<file path="config.mk">
export PLATFORM = sky130hd
export DESIGN_NAME = spi_req_arbiter
export DESIGN_NICKNAME = d
export VERILOG_FILES = /design/src/rtl/spi_req_arbiter.sv
export SDC_FILE = /design/constraint.sdc
export NUM_CORES = 1
export LEC_CHECK = 0
export ABC_CLOCK_PERIOD_IN_PS = 1780
export BUFFER_PORTS_ARGS = -buffer_cell sky130_fd_sc_hd__buf_4
export CORE_MARGIN = 5
export CORE_UTILIZATION = 44
export DETAILED_ROUTE_END_ITERATION = 8
export PLACE_DENSITY = 0.78
export SYNTH_ARGS = -nofsm -noshare
export SYNTH_HDL_FRONTEND = slang
export SYNTH_SLANG_ARGS = --single-unit
</file>
<file path="constraint.sdc">
create_clock -name clk -period 1.78 [get_ports clk]
set_input_delay 0.267 -clock clk [delete_from_list [all_inputs] [get_ports clk]]
set_output_delay 0.267 -clock clk [all_outputs]
set_load 0.01 [all_outputs]
</file>
<file path="src/rtl/spi_req_arbiter.sv">
// Round-robin arbiter that shares one SPI master among NUM_REQ requesters, one transaction per grant.
// Optional RUN watchdog: define SPI_ARB_TIMEOUT_EN to abort a RUN that lasts TIMEOUT cycles.
module spi_req_arbiter #(
  parameter int NUM_REQ = 4,
  parameter int TIMEOUT = 255
) (
  input  logic                   clk,
  input  logic                   rst,
  input  logic [NUM_REQ-1:0]     req,
  input  logic [NUM_REQ-1:0]     req_wr,
  input  logic [8*NUM_REQ-1:0]   req_addr,
  input  logic [8*NUM_REQ-1:0]   req_din,
  output logic [NUM_REQ-1:0]     gnt,
  output logic [NUM_REQ-1:0]     ack,
  output logic [7:0]             rsp_dout,
  output logic                   rsp_err,
  output logic                   busy,
  output logic                   m_rst,
  output logic                   m_wr,
  output logic [7:0]             m_addr,
  output logic [7:0]             m_din,
  input  logic                   m_done,
  input  logic                   m_err,
  input  logic [7:0]             m_dout
);

  localparam int IW = (NUM_REQ > 1) ? $clog2(NUM_REQ) : 1;

  typedef enum logic [1:0] {
    IDLE = 2'd0,
    RUN  = 2'd1,
    RESP = 2'd2
  } state_t;

  state_t          state_r;
  logic [IW-1:0]   ptr_r;
  logic [IW-1:0]   win_r;
  logic [IW-1:0]   win_s;
  logic            found_s;
  logic [IW-1:0]   ptr_next_s;

  function automatic logic [NUM_REQ-1:0] onehot(input logic [IW-1:0] idx);
    logic [NUM_REQ-1:0] v;
    v = '0;
    v[idx] = 1'b1;
    return v;
  endfunction

`ifdef SPI_ARB_TIMEOUT_EN
  localparam int CW = ($clog2(TIMEOUT + 1) > 8) ? $clog2(TIMEOUT + 1) : 8;
  logic [CW-1:0] cnt_r;
`else
  logic unused_timeout_s;
  assign unused_timeout_s = ^TIMEOUT;
`endif

  // Round-robin search: first requester at or after ptr_r, wrapping modulo NUM_REQ.
  always_comb begin
    int   idx_v;
    logic take_v;
    found_s = 1'b0;
    win_s   = '0;
    idx_v   = 0;
    take_v  = 1'b0;
    for (int i = 0; i < NUM_REQ; i++) begin
      idx_v   = (int'(ptr_r) + i) % NUM_REQ;
      take_v  = !found_s && req[IW'(idx_v)];
      win_s   = take_v ? IW'(idx_v) : win_s;
      found_s = found_s | take_v;
    end
  end

  assign ptr_next_s = (win_r == IW'(NUM_REQ - 1)) ? '0 : win_r + IW'(1);

  // Sequencer: grant, run one master transaction, return the response.
  always_ff @(posedge clk or negedge rst) begin
    if (!rst) begin
      state_r  <= IDLE;
      ptr_r    <= '0;
      win_r    <= '0;
      gnt      <= '0;
      ack      <= '0;
      busy     <= 1'b0;
      rsp_dout <= 8'h00;
      rsp_err  <= 1'b0;
      m_rst    <= 1'b1;
      m_wr     <= 1'b0;
      m_addr   <= 8'h00;
      m_din    <= 8'h00;
`ifdef SPI_ARB_TIMEOUT_EN
      cnt_r    <= '0;
`endif
    end else begin
      gnt <= '0;
      ack <= '0;
      case (state_r)
        IDLE: begin
          if (found_s) begin
            win_r   <= win_s;
            gnt     <= onehot(win_s);
            m_wr    <= req_wr[win_s];
            m_addr  <= req_addr[{win_s, 3'b000} +: 8];
            m_din   <= req_din[{win_s, 3'b000} +: 8];
            busy    <= 1'b1;
            m_rst   <= 1'b0;
            state_r <= RUN;
`ifdef SPI_ARB_TIMEOUT_EN
            cnt_r   <= '0;
`endif
          end else begin
            m_rst   <= 1'b1;
            state_r <= IDLE;
          end
        end
        RUN: begin
          if (m_done) begin
            rsp_dout <= m_dout;
            rsp_err  <= m_err;
            ack      <= onehot(win_r);
            m_rst    <= 1'b1;
            state_r  <= RESP;
`ifdef SPI_ARB_TIMEOUT_EN
          end else if (cnt_r == CW'(TIMEOUT - 1)) begin
            // Watchdog expiry reports as an error with no data.
            rsp_dout <= 8'h00;
            rsp_err  <= 1'b1;
            ack      <= onehot(win_r);
            m_rst    <= 1'b1;
            state_r  <= RESP;
          end else begin
            cnt_r    <= cnt_r + CW'(1);
            state_r  <= RUN;
          end
`else
          end else begin
            state_r  <= RUN;
          end
`endif
        end
        RESP: begin
          busy    <= 1'b0;
          m_rst   <= 1'b1;
          ptr_r   <= ptr_next_s;
          state_r <= IDLE;
        end
        default: begin
          busy    <= 1'b0;
          m_rst   <= 1'b1;
          state_r <= IDLE;
        end
      endcase
    end
  end

endmodule

</file>
==> out/metrics.yaml <==
status:
  status: "completed"
routing:
  route.final.wire_length_um: 5600
  vias: 1824
  ant_nets: 0
  detailedRoute.firstPassIterationCount: 4
  detail_route.vias_per_cell: 5.17
  drt_first_iter_violations: 55
  routedWlPerCell_um: 15.9
  remaining_drc_errors: 0
final_layout:
  nets: 386
  number_of_diodes_added_for_antenna_fixing: 0
  post_route_cells_drive_above_1_share_pct: 48.5
  area_growth_syn_to_layout_pct: 51.6
timing:
  rsz_0062_raised_after_global_routing: "false"
  setup_ws_ns: 0.133
  whs_ns: 0.183
  hold_viol: 0
  fmaxAchievable_ghz: 0.607
  finalCritPeriodShare_pct: 92.5
  timing.slew.headroom_pct: 63.7
  post-route-min-period_ns: 1.65
  final.setup_skew_ns: 0.00441
  final.setup.tns_ns: 0
  slew_violations: 0
  worst_pin_slew_ns: 0.544
  setup_viol_count_final: 0
clocking:
  worst_setup_hold_path_clk_slew_ns: 0.08
  tritoncts_clock_tree: "done"
  cts_setup_buffers: 0
  cts_sinks: 42
  clock_path_buffers: 2
  clkLatencyLatePin_ns: 0.29
  cts_buffers: 5
  clockRootBuffer: "clkbuf_8"
  htree_levels: 2
floorplanning:
  top_level_ports: 120
  design.core.area_mm2: 0.00469
  dieWidth_um: 79.2
  placement_rows: 25
  die_h_um: 79.2
  initial_core_util_pct: 44.9
  die_area_mm2: 0.00628
worst_setup_path:
  regToRegSetupSlack_ns: 0.13
  worst_setup_path_endpoint: "m_din[2]$_DFFE_PN0P_"
  critical_path_required_ns: 1.99
  critPathKind: "register to register"
  critPathMaxStageDelay_ns: 0.47
  critPathTopFamily: "simple AND/OR/NAND/NOR gates"
  timing.critical_path.slowest_stage_cell: "dfrtp_1"
  reg2reg_depth: 5
  worstSetupStartpoint: "ptr_r[0]$_DFFE_PN0N_"
  start_kind: "register"
  cp_num_cells: 5
  crit_arrival_ns: 1.85
  setup.worst_path.end_class: "register"
  crit-reg2reg-launch: "ptr_r[0]$_DFFE_PN0N_"
  crit_path_cell_trace: "nor3b_1 -> a211oi_1 -> or3_1 -> buf_12 -> o221ai_1"
  timing.critical_path.fanout_max: 19
  worst-path-buf-inv: 1
  worstReg2RegEnd: "m_din[2]$_DFFE_PN0P_"
place:
  port_buffers: 119
  place_worst_setup_slack_ns: 0.111
  place.gp.congestion: 0.832
  detailedPlacementHpwl_um: 4360
grt:
  grt_use_total_pct: 17.8
  grt_antenna_before_repair: 0
  first_global_vias: 1778
  overflow: 0
  grt_max_degree: 43
  grt_pass1_wl_um: 8760
yosys:
  mappedNetlistNets: 262
  yosysUniqueCellTypes: 31
  seq_area_frac_synth_pct: 49.9
  synth_warnings: 0
  mean_instance_size_in_the_synthesized_netlist_um2: 12.1
  mappedNetlistArea_mm2: 0.00211
  synth-seq-cells: 42
  gate_count_of_the_mapped_netlist: 174
min_path:
  hold_crit_class: "primary input to register"
power:
  irDropWorstVdd_v: 0.00113
  power_mw: 4.69
  cellLeakagePower_nw: 1.68
  cellPowerDensity_mw_per_mm2: 1470
flow_run:
  cap_viol_max_count: 0
[registers in the layout, summed over array words and instances (netlist names), 2 cells and up]
name	flops
m_addr	8
ack	4
rsp_dout	8
win_r	2
ptr_r	2
m_din	8
gnt	4
state_r	2
[layout by cell type (no fill, tap or decap), types with 2 or more instances in the layout]
cell type,count
a211oi_1,2
a21o_1,2
a21oi_1,2
and2_1,4
buf_12,2
buf_4,124
clkbuf_8,6
dfrtp_1,40
ha_1,4
inv_1,3
mux2_1,9
mux2i_1,34
nand2_1,22
nand2b_1,3
nor2_1,6
o21ai_1,2
o221ai_1,13
o221ai_2,4
[stage by stage]
stage	instances	utilization, %	cell area (um^2)
5_1_grt	353	68.1	3200
2_1_floorplan	174	-	2110
4_1_cts	353	68.0	3190
3_5_place_dp	344	65.8	3090
3_3_place_gp	344	65.8	3090
6_report	353	68.1	3200
[worst register-to-register path: stages, from the launching register on]
cell and delay (ns):
dfrtp_1 0.47, nor3b_1 0.21, a211oi_1 0.09, or3_1 0.41, buf_12 0.18, o221ai_1 0.19
[area by class of cell]
type                    instances  area, um^2
multi-input cells             119         988
well taps                      54        67.6
repair buffers                127         981
fillers                       374        1500
inverters                       3        11.3
flip-flops and latches         42        1050
clock buffers                   6        82.6
clock inverters                 2        12.5
[worst min path at each step]
stage,from,end,slack (ns),cells after the start
6_report,m_dout[3],rsp_dout[3]$_DFFE_PN0P_,0.18,2
3_3_place_gp,rst,rsp_dout[2]$_DFFE_PN0P_,0.29,1
2_1_floorplan,rst,ack[0]$_DFF_PN0_,-0.03,0
3_5_place_dp,rst,rsp_dout[4]$_DFFE_PN0P_,0.29,1
4_1_cts,m_dout[1],rsp_dout[1]$_DFFE_PN0P_,0.18,2
5_1_grt,m_dout[1],rsp_dout[1]$_DFFE_PN0P_,0.18,2
[synth_stat cells]
master     instances  share of area [%]
o21ai_2            1               0.42
or3_1              1               0.30
and2_1             4                1.2
o21ai_1            2               0.47
a2bb2oi_4          1                1.2
nor3b_1            1               0.36
a211o_1            1               0.42
mux2_2             1               0.53
mux2_1             9                4.8
a21oi_1            2               0.47
inv_1              3               0.53
or3b_1             1               0.42
buf_4              3                1.1
a211oi_1           2               0.71
dfrtp_1           41                 49
o221ai_1          13                5.4
nor2_1             6                1.1
nand2b_1           3               0.89
buf_2              3               0.71
ha_1               4                2.4
nand2_1           22                3.9
buf_6              1               0.53
o31ai_1            1               0.36
and3b_1            1               0.42
o221ai_2           4                2.8
clkbuf_1           3               0.53
o21ai_0            1               0.24
nand2_4            1               0.53
dfstp_2            1                1.2
a21o_1             2               0.71
mux2i_1           35                 17
[per-layer routing]
layer  part of all wire, %  track usage, %  vias up
met3                   6.1            4.20        7
li1                      -               -      888
met5                     0               0        -
met1                    41            23.8      866
met2                    52            28.7       63
met4                   1.4            5.67        0
[timing repair]
| item | in CTS | in global routing |
|---|---|---|
| setup endpoints to repair | 0 | 4 |
| hold endpoints to repair | 41 | 0 |
| resized for setup | 0 | 2 |
| hold buffers | 1 | 0 |
[power breakdown]
part	internal, mW	switching (mW)	total, mW
Clock	0.312	0.330	0.642
Sequential	1.39	0.258	1.65
Combinational	1.27	1.13	2.40
Total	2.97	1.72	4.69
[cells by family (layout without fill, tap and decap cells)]
family                   count (synthesis)  after routing  share of synthesized area [%]
multiplexers                            45             45                           22.0
AO/OA/AOI/OAI                           30             30                           13.3
buffers and inverters                   13            138                           3.38
flip-flops                              42             42                           49.9
AND/OR/NAND/NOR                         40             40                           9.08
adder cells (fa/ha/maj)                  4              4                           2.37
No activity file was read; power rests on OpenSTA's default activity.
